--- src/rtl/muldiv_pkg.sv ---
// ============================================================================
// muldiv_pkg : shared constants and FSM state type for the RV32M mul/div unit
// Revision   : 1.0
// ============================================================================
`default_nettype none

package muldiv_pkg;

  localparam logic [2:0] F3_MUL    = 3'b000;
  localparam logic [2:0] F3_MULH   = 3'b001;
  localparam logic [2:0] F3_MULHSU = 3'b010;
  localparam logic [2:0] F3_MULHU  = 3'b011;
  localparam logic [2:0] F3_DIV    = 3'b100;
  localparam logic [2:0] F3_DIVU   = 3'b101;
  localparam logic [2:0] F3_REM    = 3'b110;
  localparam logic [2:0] F3_REMU   = 3'b111;

  localparam int ITERS = 32;

  typedef enum logic [1:0] {
    IDLE = 2'd0,
    CALC = 2'd1,
    DONE = 2'd2
  } state_t;

endpackage

`default_nettype wire

--- src/rtl/muldiv_iter.sv ---
// ============================================================================
// muldiv_iter : one combinational shift-add (multiply) or restoring
//               shift-subtract (divide) step on a 2*WIDTH accumulator
// Revision    : 1.0
// ============================================================================
`default_nettype none

module muldiv_iter #(
  parameter int WIDTH = 32
) (
  input  logic               is_div,
  input  logic [2*WIDTH-1:0] acc,
  input  logic [WIDTH-1:0]   opnd,
  output logic [2*WIDTH-1:0] acc_next
);

  logic [WIDTH:0]   add_sum;
  logic [WIDTH-1:0] sub_diff;
  logic             sub_ok;

  // Multiply: acc = {partial product, remaining multiplier bits}.
  // Divide:   acc = {partial remainder, dividend bits / quotient bits}.
  always_comb begin
    add_sum  = {1'b0, acc[2*WIDTH-1:WIDTH]} + {1'b0, (acc[0] ? opnd : {WIDTH{1'b0}})};
    sub_ok   = acc[2*WIDTH-1:WIDTH-1] >= {1'b0, opnd};
    sub_diff = acc[2*WIDTH-2:WIDTH-1] - opnd;
    if (is_div) begin
      if (sub_ok) acc_next = {sub_diff, acc[WIDTH-2:0], 1'b1};
      else        acc_next = {acc[2*WIDTH-2:0], 1'b0};
    end else begin
      acc_next = {add_sum, acc[WIDTH-1:1]};
    end
  end

endmodule

`default_nettype wire

--- src/rtl/muldiv_unit.sv ---
// ============================================================================
// muldiv_unit : iterative RV32M multiply/divide unit feeding the RF write port
//               Define MULDIV_FAST_MUL_EN for single-cycle multiplies.
// Revision    : 1.0
// ============================================================================
`default_nettype none

module muldiv_unit
  import muldiv_pkg::*;
#(
  parameter int WIDTH = 32
) (
  input  logic             clk,
  input  logic             rst_n,
  input  logic             start,
  input  logic [2:0]       funct3,
  input  logic [WIDTH-1:0] op_a,
  input  logic [WIDTH-1:0] op_b,
  input  logic [4:0]       rd_in,
  output logic             busy,
  output logic             done,
  output logic [WIDTH-1:0] result,
  output logic [4:0]       rd_out,
  output logic             we
);

  state_t             state;
  logic [4:0]         count;
  logic [2:0]         fn_r;
  logic               neg_r;
  logic [2*WIDTH-1:0] acc;
  logic [WIDTH-1:0]   opnd_r;
  logic [2*WIDTH-1:0] acc_nx;

  logic             is_div, a_sgn, b_sgn, a_neg, b_neg, neg_in;
  logic [WIDTH-1:0] a_mag, b_mag;
  logic             div_zero, div_ovf, take_fast;
  logic [WIDTH-1:0] fast_res;

  logic [2*WIDTH-1:0] prod_fix;
  logic [WIDTH-1:0]   div_sel, div_fix, calc_res;

`ifdef MULDIV_FAST_MUL_EN
  logic signed [2*WIDTH+1:0] fast_prod;
`endif

  always_comb begin
    is_div   = funct3[2];
    a_sgn    = (funct3 == F3_MUL) || (funct3 == F3_MULH) || (funct3 == F3_MULHSU) ||
               (funct3 == F3_DIV) || (funct3 == F3_REM);
    b_sgn    = (funct3 == F3_MUL) || (funct3 == F3_MULH) ||
               (funct3 == F3_DIV) || (funct3 == F3_REM);
    a_neg    = a_sgn & op_a[WIDTH-1];
    b_neg    = b_sgn & op_b[WIDTH-1];
    a_mag    = a_neg ? (~op_a + 1'b1) : op_a;
    b_mag    = b_neg ? (~op_b + 1'b1) : op_b;
    // Remainder follows the dividend's sign; everything else the sign product.
    neg_in   = (is_div && funct3[1]) ? a_neg : (a_neg ^ b_neg);
    div_zero = is_div && (op_b == {WIDTH{1'b0}});
    div_ovf  = ((funct3 == F3_DIV) || (funct3 == F3_REM)) &&
               (op_a == {1'b1, {(WIDTH-1){1'b0}}}) && (op_b == {WIDTH{1'b1}});
    if (div_zero)     fast_res = funct3[1] ? op_a : {WIDTH{1'b1}};
    else              fast_res = funct3[1] ? {WIDTH{1'b0}} : op_a;
`ifdef MULDIV_FAST_MUL_EN
    fast_prod = $signed({a_sgn & op_a[WIDTH-1], op_a}) * $signed({b_sgn & op_b[WIDTH-1], op_b});
    take_fast = div_zero || div_ovf || !is_div;
    if (!is_div) begin
      fast_res = (funct3 == F3_MUL) ? fast_prod[WIDTH-1:0] : fast_prod[2*WIDTH-1:WIDTH];
    end
`else
    take_fast = div_zero || div_ovf;
`endif
  end

  muldiv_iter #(.WIDTH(WIDTH)) u_iter (
    .is_div   (fn_r[2]),
    .acc      (acc),
    .opnd     (opnd_r),
    .acc_next (acc_nx)
  );

  always_comb begin
    prod_fix = neg_r ? (~acc_nx + 1'b1) : acc_nx;
    div_sel  = fn_r[1] ? acc_nx[2*WIDTH-1:WIDTH] : acc_nx[WIDTH-1:0];
    div_fix  = neg_r ? (~div_sel + 1'b1) : div_sel;
    if (fn_r[2])              calc_res = div_fix;
    else if (fn_r == F3_MUL)  calc_res = prod_fix[WIDTH-1:0];
    else                      calc_res = prod_fix[2*WIDTH-1:WIDTH];
  end

  always_ff @(posedge clk or negedge rst_n) begin
    if (!rst_n) begin
      state  <= IDLE;
      count  <= 5'd0;
      fn_r   <= 3'd0;
      neg_r  <= 1'b0;
      acc    <= '0;
      opnd_r <= '0;
      busy   <= 1'b0;
      done   <= 1'b0;
      we     <= 1'b0;
      result <= '0;
      rd_out <= 5'd0;
    end else begin
      case (state)
        IDLE: begin
          if (start) begin
            fn_r   <= funct3;
            neg_r  <= neg_in;
            rd_out <= rd_in;
            count  <= 5'd0;
            busy   <= 1'b1;
            if (take_fast) begin
              state  <= DONE;
              done   <= 1'b1;
              we     <= (rd_in != 5'd0);
              result <= fast_res;
            end else begin
              state  <= CALC;
              opnd_r <= is_div ? b_mag : a_mag;
              acc    <= {{WIDTH{1'b0}}, (is_div ? a_mag : b_mag)};
            end
          end
        end
        CALC: begin
          acc   <= acc_nx;
          count <= count + 5'd1;
          if (count == 5'(ITERS - 1)) begin
            state  <= DONE;
            done   <= 1'b1;
            we     <= (rd_out != 5'd0);
            result <= calc_res;
          end
        end
        DONE: begin
          state <= IDLE;
          done  <= 1'b0;
          we    <= 1'b0;
          busy  <= 1'b0;
        end
        default: state <= IDLE;
      endcase
    end
  end

endmodule

`default_nettype wire

--- config.mk ---
export PLATFORM = sky130hd
export DESIGN_NAME = muldiv_unit
export DESIGN_NICKNAME = d
export VERILOG_FILES = /design/src/rtl/muldiv_pkg.sv /design/src/rtl/muldiv_iter.sv /design/src/rtl/muldiv_unit.sv
export SDC_FILE = /design/constraint.sdc
export NUM_CORES = 1
export LEC_CHECK = 0
export BUFFER_PORTS_ARGS = -buffer_cell sky130_fd_sc_hd__clkbuf_2
export CAP_MARGIN = 5
export CORE_MARGIN = 2
export CORE_UTILIZATION = 35
export DETAILED_ROUTE_END_ITERATION = 6
export GPL_TIMING_DRIVEN = 1
export HOLD_SLACK_MARGIN = 0.05
export PLACE_DENSITY = 0.6
export SLEW_MARGIN = 20
export SYNTH_ARGS = -nofsm -noshare
export SYNTH_HDL_FRONTEND = slang
export SYNTH_SLANG_ARGS = --single-unit
--- constraint.sdc ---
create_clock -name clk -period 14.72 [get_ports clk]
set_input_delay 3.68 -clock clk [delete_from_list [all_inputs] [get_ports clk]]
set_output_delay 3.68 -clock clk [all_outputs]
set_load 0.05 [all_outputs]
==> summary.md, run 1 <==
| Metric | Value |
|---|---|
| Synth top area share | `0.204` |
| Util after Layout | `0.383` |
| Worst Hold Path EP | `result[3]` |
| Post-CTS Hold Buffers | `0` |
| PortBufs | `between 100 and 150` |
| Post-route insts no fill | `3136` |
| CTS Root Cell | `clkbuf_16` |
| Via count | `19611` |
| Gp weighted congestion | `between 0.9 and 1` |
| Area delta synth->final | `8.61%` |
| Clk_skew | `about 0.011 ns` |
| Design Power | `approximately 5.4 mW` |
| Flop pwr share | `0.163` |
| Leading area contributor after synthesis | `dfrtp_1` |
| Sequential cell area | `around 3700 um2` |
| Max_slew headroom | `0.200` |
| Sw frac | `0.607` |
| Layout cells sized above 1 | `0.123` |
| Top_reg_cell synth | `dfrtp_1` |
| Min Clock Period, post-route | `7.45 ns` |
| Row count | `83` |
| Post-Syn Area | `roughly 18000 um2` |
| RR Startpoint | `opnd_r[28]` |
| Die H | `between 200 and 250 um` |
| Grt ovf | `0` |
| Hold_sp | `result[3]` |
| Drt pass-1 iters | `6` |
| Worst Path Max Fanout | `65` |
| Final hold vios | `0` |
| Register area share after synthesis | `0.204` |
| Ys async rst share | `1.00` |
| Post-synth EDFFs | `0` |
| Top post-synthesis cells by area | `dfrtp_1, a21oi_1, nor2_1, o21ai_0, ha_1` |
| Leakage power | `between 7 and 8 nW` |
| GR Util All Layers | `0.291` |
| CP Launch Type | `primary input` |
| WP data arrival | `between 7 and 8 ns` |
| Post-CTS Resized | `0` |
| H-tree depth | `4` |
| Syn Area/Cell | `between 7 and 8 um2` |
| Final setup TNS | `0 ns` |
| CTS buffer count | `17` |
| Fillers | `~5500` |
| Vias/cell | `between 6 and 7` |
| Largest net degree at the start of global routing | `between 100 and 150` |
| Max Cap Viol | `0` |
| Clock Tree Buf Depth | `2` |
| Worst Reg-to-Reg Cells | `19` |
| Pint | `2.14 mW` |
| Setup violations, final | `0` |
| Yosys warnings | `0` |
| Initial Util | `0.352` |
| Worst hold slack | `roughly 0.49 ns` |
| RSZ-0062 raised after global routing | `false` |
| CTS tree | `yes` |
| FF-to-FF End | `result[16]` |
| Dpl hpwl | `just over 60 mm` |
| Flip-flop and latch count after synthesis | `around 150` |
| Number of global-route vias before repair | `roughly 18000` |
| Combinational Power Share | `0.754` |
| Post-Syn Nets | `2593` |
| Yosys cell types | `121` |
| Fin crit share | `0.506` |
| Antenna Nets Post-Route | `0` |
| Postcts setup bufs | `0` |
| DRC Markers | `0` |
| First-pass GRT wire length | `about 120 mm` |
| CORE AREA | `about 51000 um2` |
| Slew @ Worst Pin | `around 1.2 ns` |
| Power Dens Cells | `roughly 280 nW/um2` |
| Switching power | `roughly 3.3 mW` |
| Final Max Tran Viols | `0` |
| Peak VDD IR | `between 100 and 150 uV` |
| Synth Instances | `around 2400` |
| CTS clk-pin slew, worst paths | `about 0.070 ns` |
| WL final | `79.2 mm` |
| DR iter-0 viols | `~2300` |
| Hold Crit Class | `reg2reg` |
| Worst-Skew Late Latency | `0.45 ns` |
| Hold path cells | `2` |
| Multi-input gate area | `around 13000 um2` |
| Die area | `approximately 53000 um2` |
| Clock power frac | `0.082` |
| Clock Sinks | `147` |
| Die width | `around 230 um` |
| Reg2Reg Setup Slack | `7.35 ns` |
| Outcome | `finished, final reports clean` |
| Initial antenna violation count | `6` |
| Placed insts | `slightly above 3000` |
| Wire per inst | `between 20 and 30 um` |
| Top Ports | `115` |
| FMAX | `0.134 GHz` |
| Post-layout nets | `approximately 2600` |
| Endpoint class of the critical path | `flop` |
| Critical setup path kind | `in2reg` |
| Required time of the critical path | `between 15 and 20 ns` |
[cell usage after synthesis, types with 9 or more instances]
cell type / n
nor2_1: 273
a21oi_1: 271
nand2_1: 237
o21ai_0: 193
dfrtp_1: 147
clkbuf_1: 100
xnor2_1: 78
nor3_1: 77
xor2_1: 76
ha_1: 75
inv_1: 75
nand3_1: 59
and2_1: 48
mux2i_1: 47
a211oi_1: 38
mux2_2: 37
o31ai_1: 35
a31oi_1: 33
nand4_1: 32
o211ai_1: 31
or3_1: 24
a21o_1: 23
and3_1: 23
nand2b_1: 22
buf_2: 20
maj3_1: 20
buf_1: 19
nor4_1: 17
a22o_1: 16
o41ai_1: 12
a221oi_1: 11
o21ai_1: 11
o221ai_1: 11
o21bai_1: 10
o22ai_1: 10
a31o_2: 9
o21a_1: 9
or4_1: 9
[layout by cell type, fill, tap and decap left out, types with 9 or more instances in the layout]
cell type,n
a211oi_1,38
a21o_1,23
a21oi_1,270
a221oi_1,11
a22o_1,16
a31o_2,9
a31oi_1,32
and2_1,48
and3_1,23
buf_4,23
clkbuf_16,17
clkbuf_2,112
dfrtp_1,144
ha_1,74
inv_1,74
maj3_1,20
mux2_2,37
mux2i_1,47
nand2_1,237
nand2b_1,22
nand3_1,58
nand4_1,32
nor2_1,273
nor3_1,76
nor4_1,17
o211ai_1,31
o21a_1,9
o21ai_0,193
o21ai_1,9
o21bai_1,10
o221ai_1,11
o22ai_1,10
o31ai_1,35
o41ai_1,12
or3_1,24
or4_1,9
xnor2_1,78
xor2_1,76
[flip-flops by register name (all words and copies together), names as in the netlist]
signal  flops
acc        64
busy        1
count       5
done        1
fn_r        3
neg_r       1
opnd_r     32
rd_out      5
result     32
state       2
we          1
[how the worst max path moves through the flow]
stage / from / to / slack, ns / depth (start not counted)
5_1_grt: op_b[2] / acc[45] / 6.96 / 13
6_report: op_b[2] / acc[57] / 7.27 / 13
3_5_place_dp: op_b[2] / acc[57] / 6.84 / 13
3_3_place_gp: op_b[2] / acc[58] / 6.91 / 13
2_1_floorplan: op_b[2] / result[18] / 7.89 / 14
4_1_cts: op_b[2] / acc[57] / 7.30 / 13
[critical path, stage by stage]
cell,delay [ns]
clkbuf_2,0.18
or4_1,0.57
nor4_2,0.42
and4_1,0.34
and4b_1,0.21
buf_4,0.40
o21bai_1,0.23
inv_1,0.15
nand3_2,0.09
buf_4,0.53
nand2_1,0.17
nand2_1,0.54
o21ai_0,0.19
[stage by stage]
stage	area, um2	setup slack (ns)
after floorplan	18000	7.89
after global placement	19000	6.91
after detailed placement	19000	6.84
after CTS	19600	7.30
after global routing	19600	6.96
final	19600	7.27
[power groups by stage]
stage	Clock, mW	Sequential (mW)	Combinational, mW
floorplan	0	0.889	2.77
global placement	0	0.880	3.97
detailed placement	0	0.885	4.00
CTS	0.450	0.877	4.02
global route	0.469	0.906	4.41
finish	0.449	0.889	4.11
[metal layers]
layer,wire (um),track usage
met1,34600,0.400
met2,35300,0.453
met3,6240,0.0534
met4,3010,0.103
met5,52,0
[layout make-up]
| cell class | count | share of cell area |
|---|---|---|
| Multi-Input combinational cell | 2063 | 0.686 |
| Sequential cell | 147 | 0.188 |
| Tap cell | 680 | 0.0435 |
| Timing Repair Buffer | 136 | 0.0381 |
| Clock buffer | 18 | 0.0219 |
| Inverter | 77 | 0.0148 |
| Clock inverter | 14 | 0.00729 |
| Antenna cell | 1 | 0.000128 |
[kinds of logic (layout without fill, tap and decap cells)]
logic type / after synthesis / in the layout / synth area share
fa+ha+maj: 97 / 97 / 0.0654
buf+inv: 231 / 245 / 0.0543
simple gates: 889 / 889 / 0.243
xor+xnor: 154 / 154 / 0.0749
flops: 147 / 147 / 0.204
other cells: 0 / 1 / 0
mux: 86 / 86 / 0.0513
compound gates: 837 / 837 / 0.306
No activity file was read; power rests on OpenSTA's default activity.
==> inputs of run 2 (changes only) <==
- ABC_AREA: default -> 1
- clock period: 14.72 -> 7.1 ns (I/O delays scaled with it)
==> run 2 against run 1 <==
Critical path depth rose by 16; worst hold slack got worse by 0.0052 ns; via count rose by 19%; die area rose by 7.2%; clock skew rose by 0.0070 ns.
==> summary.md, run 2 <==
| Metric | Value |
|---|---|
| Top_reg_cell synth | `dfrtp_1` |
| Final Max Tran Viols | `0 (unchanged)` |
| Most frequent cells in the layout | `nand2_1, inv_1, nor2_1, nand3_1, o21ai_0` |
| Min Clock Period, post-route | `between 5 and 6 ns` |
| Setup violations, final | `0 (unchanged)` |
| Syn Area/Cell | `5.65 um2 (-23%)` |
| Leading area contributor after synthesis | `nand2_1` |
| Final hold vios | `0 (unchanged)` |
| Area delta synth->final | `8.60% (about the same)` |
| Yosys warnings | `0 (unchanged)` |
| Worst-Skew Late Latency | `0.48 ns (+0.03 ns)` |
| Ys async rst share | `1.00 (unchanged)` |
| Postcts setup bufs | `0 (unchanged)` |
| Post-Syn Nets | `3574 (+38%)` |
| Final instance area | `21000 um2 (+7.3%)` |
| Post-Syn Area | `19300 um2 (+7.3%)` |
| First-pass GRT wire length | `132 mm (+13%)` |
| Register area share after synthesis | `0.190 (-0.0140)` |
| Placed cell area | `20400 um2 (+7.5%)` |
| Synth Instances | `3422 (+40%)` |
| Worst path bufs/invs | `2 (-2)` |
| Layout cells sized above 1 | `0.0812 (-0.0418)` |
| WL final | `88.4 mm (+12%)` |
| Crit path capture | `result[10]` |
| Worst setup margin | `1.83 ns (-5.44 ns)` |
| Top post-synthesis cells by area | `nand2_1, dfrtp_1, inv_1, nand3_1, nor2_1` |
| Largest regs | `acc (64), opnd_r (32), result (32)` |
| H-tree depth | `4 (unchanged)` |
| CTS clk-pin slew, worst paths | `0.08 ns (about the same)` |
| Dpl hpwl | `70.7 mm (+14%)` |
| Initial Util | `0.352 (about the same)` |
| FF-to-FF End | `result[10]` |
| Slowest-stage cell, CP | `dfrtp_1` |
| Flip-flop and latch count after synthesis | `147 (unchanged)` |
| Via count | `23243 (+19%)` |
| Pre-CTS WS | `1.51 ns (-5.32 ns)` |
| GR Util All Layers | `0.307 (+0.0166)` |
| CP Launch Type | `flop` |
| Row count | `86 (+3.6%)` |
| Top-count cell post-synth | `nand2_1` |
| Die width | `239 um (+3.5%)` |
| FMAX | `around 0.19 GHz` |
| Largest stage delay, worst path | `0.53 ns (-0.04 ns)` |
| Number of global-route vias before repair | `21332 (+19%)` |
| Synth top area share | `0.210 (+0.00526)` |
| Final setup TNS | `0 ns (unchanged)` |
| Fin crit share | `0.743` |
| CTS tree | `yes` |
| RSZ-0062 raised after global routing | `false` |
| Post-CTS Resized | `0 (unchanged)` |
| Fillers | `6228 (+13%)` |
| Clock Tree Buf Depth | `2 (unchanged)` |
| Endpoint class of the critical path | `flop` |
| Max reg flops | `64 (unchanged)` |
| Clk_skew | `0.0181 ns (+0.00702 ns)` |
| DRC Markers | `0 (unchanged)` |
| Vias/cell | `5.58 (-11%)` |
| Critical path's top delay family | `simple AND/OR/NAND/NOR gates` |
| Largest net degree at the start of global routing | `116 (+6.4%)` |
| RR Startpoint | `opnd_r[22]` |
| Antenna Nets Post-Route | `0 (unchanged)` |
| Top Ports | `115 (unchanged)` |
| Worst Reg-to-Reg Cells | `29 (+10)` |
| Util after Layout | `0.383 (about the same)` |
| Critical setup path kind | `reg2reg` |
| Largest Register | `acc` |
| Clock Sinks | `147 (unchanged)` |
| Required time of the critical path | `7.47 ns (-7.55 ns)` |
| Max Cap Viol | `0 (unchanged)` |
| Grt ovf | `0 (unchanged)` |
| Reg2Reg Setup Slack | `1.83 ns (-5.52 ns)` |
| CTS Root Cell | `clkbuf_16` |
| Top cell by count, worst path | `nand2_1` |
| Post-synth top cells | `nand2_1, inv_1, nor2_1` |
| Drt pass-1 iters | `6 (unchanged)` |
| Die H | `239 um (+3.5%)` |
| Worst setup startpoint | `opnd_r[22]` |
| Max_slew headroom | `0.324 (+0.124)` |
| CTS buffer count | `17 (unchanged)` |
| Outcome | `finished, final reports clean` |
| Slew @ Worst Pin | `1.00 ns (-0.197 ns)` |
| Critical path depth | `29 (+16)` |
| Post-CTS Hold Buffers | `0 (unchanged)` |
| Initial antenna violation count | `2 (-4)` |
| WP data arrival | `5.65 ns (-2.10 ns)` |
| Hold Crit Class | `reg2reg` |
| Worst Path Max Fanout | `10 (-85%)` |
| CORE AREA | `54900 um2 (+7.4%)` |
| PortBufs | `114 (unchanged)` |
| Post-synth EDFFs | `0 (unchanged)` |
| DR iter-0 viols | `2908 (+27%)` |
| Yosys cell types | `54 (-55%)` |
| Gp weighted congestion | `1.03 (+4.4%)` |
| N_diodes | `0 (-1)` |
| Commonest non-fill, non-tap cell in the layout | `nand2_1` |
| Post-layout nets | `3599 (+39%)` |
| Die area | `57100 um2 (+7.2%)` |
| Wire per inst | `21.2 um (-16%)` |
-- run 2: tightest hold or removal path, cell delays in order, from the launching register on --
cell and delay [ns]:
dfrtp_1 0.34, nand2_1 0.05, nand2_1 0.06
-- run 2: cells by family (layout without fill, tap and decap cells) --
group / after synthesis / count (layout) / share of synthesized area
adder cells (fa/ha/maj): 77 / 77 / 0.0506
AO/OA/AOI/OAI: 581 / 581 / 0.169
flip-flops: 147 / 147 / 0.190
XOR/XNOR: 97 / 97 / 0.0440
AND/OR/NAND/NOR: 1931 / 1931 / 0.426
buffers and inverters: 589 / 627 / 0.120
-- run 2: worst min path at each step --
stage / from / endpoint / slack (ns) / cells after the start
floorplan: count[4] / count[4] / 0.45 / 2
global placement: count[4] / count[4] / 0.47 / 2
detailed placement: result[1] / result[1] / 0.47 / 2
CTS: result[25] / result[25] / 0.49 / 2
global route: result[23] / result[23] / 0.50 / 2
finish: result[23] / result[23] / 0.48 / 2
-- run 2: metal layers --
metal / vias to the layer above / GRT usage / share of wire
met4: 0 / 0.145 / 0.052
li1: 11105 / - / -
met3: 213 / 0.0530 / 0.095
met5: - / 0 / 0
met2: 1233 / 0.496 / 0.44
met1: 10692 / 0.398 / 0.41
-- run 2: per-stage QoR --
step                      hold slack (ns)  instances
after global placement              0.468       4132
final                               0.482       4164
after floorplan                     0.448       3422
after detailed placement            0.467       4132
after CTS                           0.487       4164
after global routing                0.500       4164
-- run 2: cell type report --
type                    count  area [um2]  area share
clock buffers              17         425      0.0203
clock inverters            15         161     0.00769
inverters                 455        1710      0.0814
multi-input cells        2686       13300       0.636
flip-flops and latches    147        3680       0.175
well taps                 704         881      0.0420
repair buffers            140         785      0.0374
Power of run 2 is not shown: default switching activity piles up to over one toggle a cycle in this logic, so the estimate is an artifact.
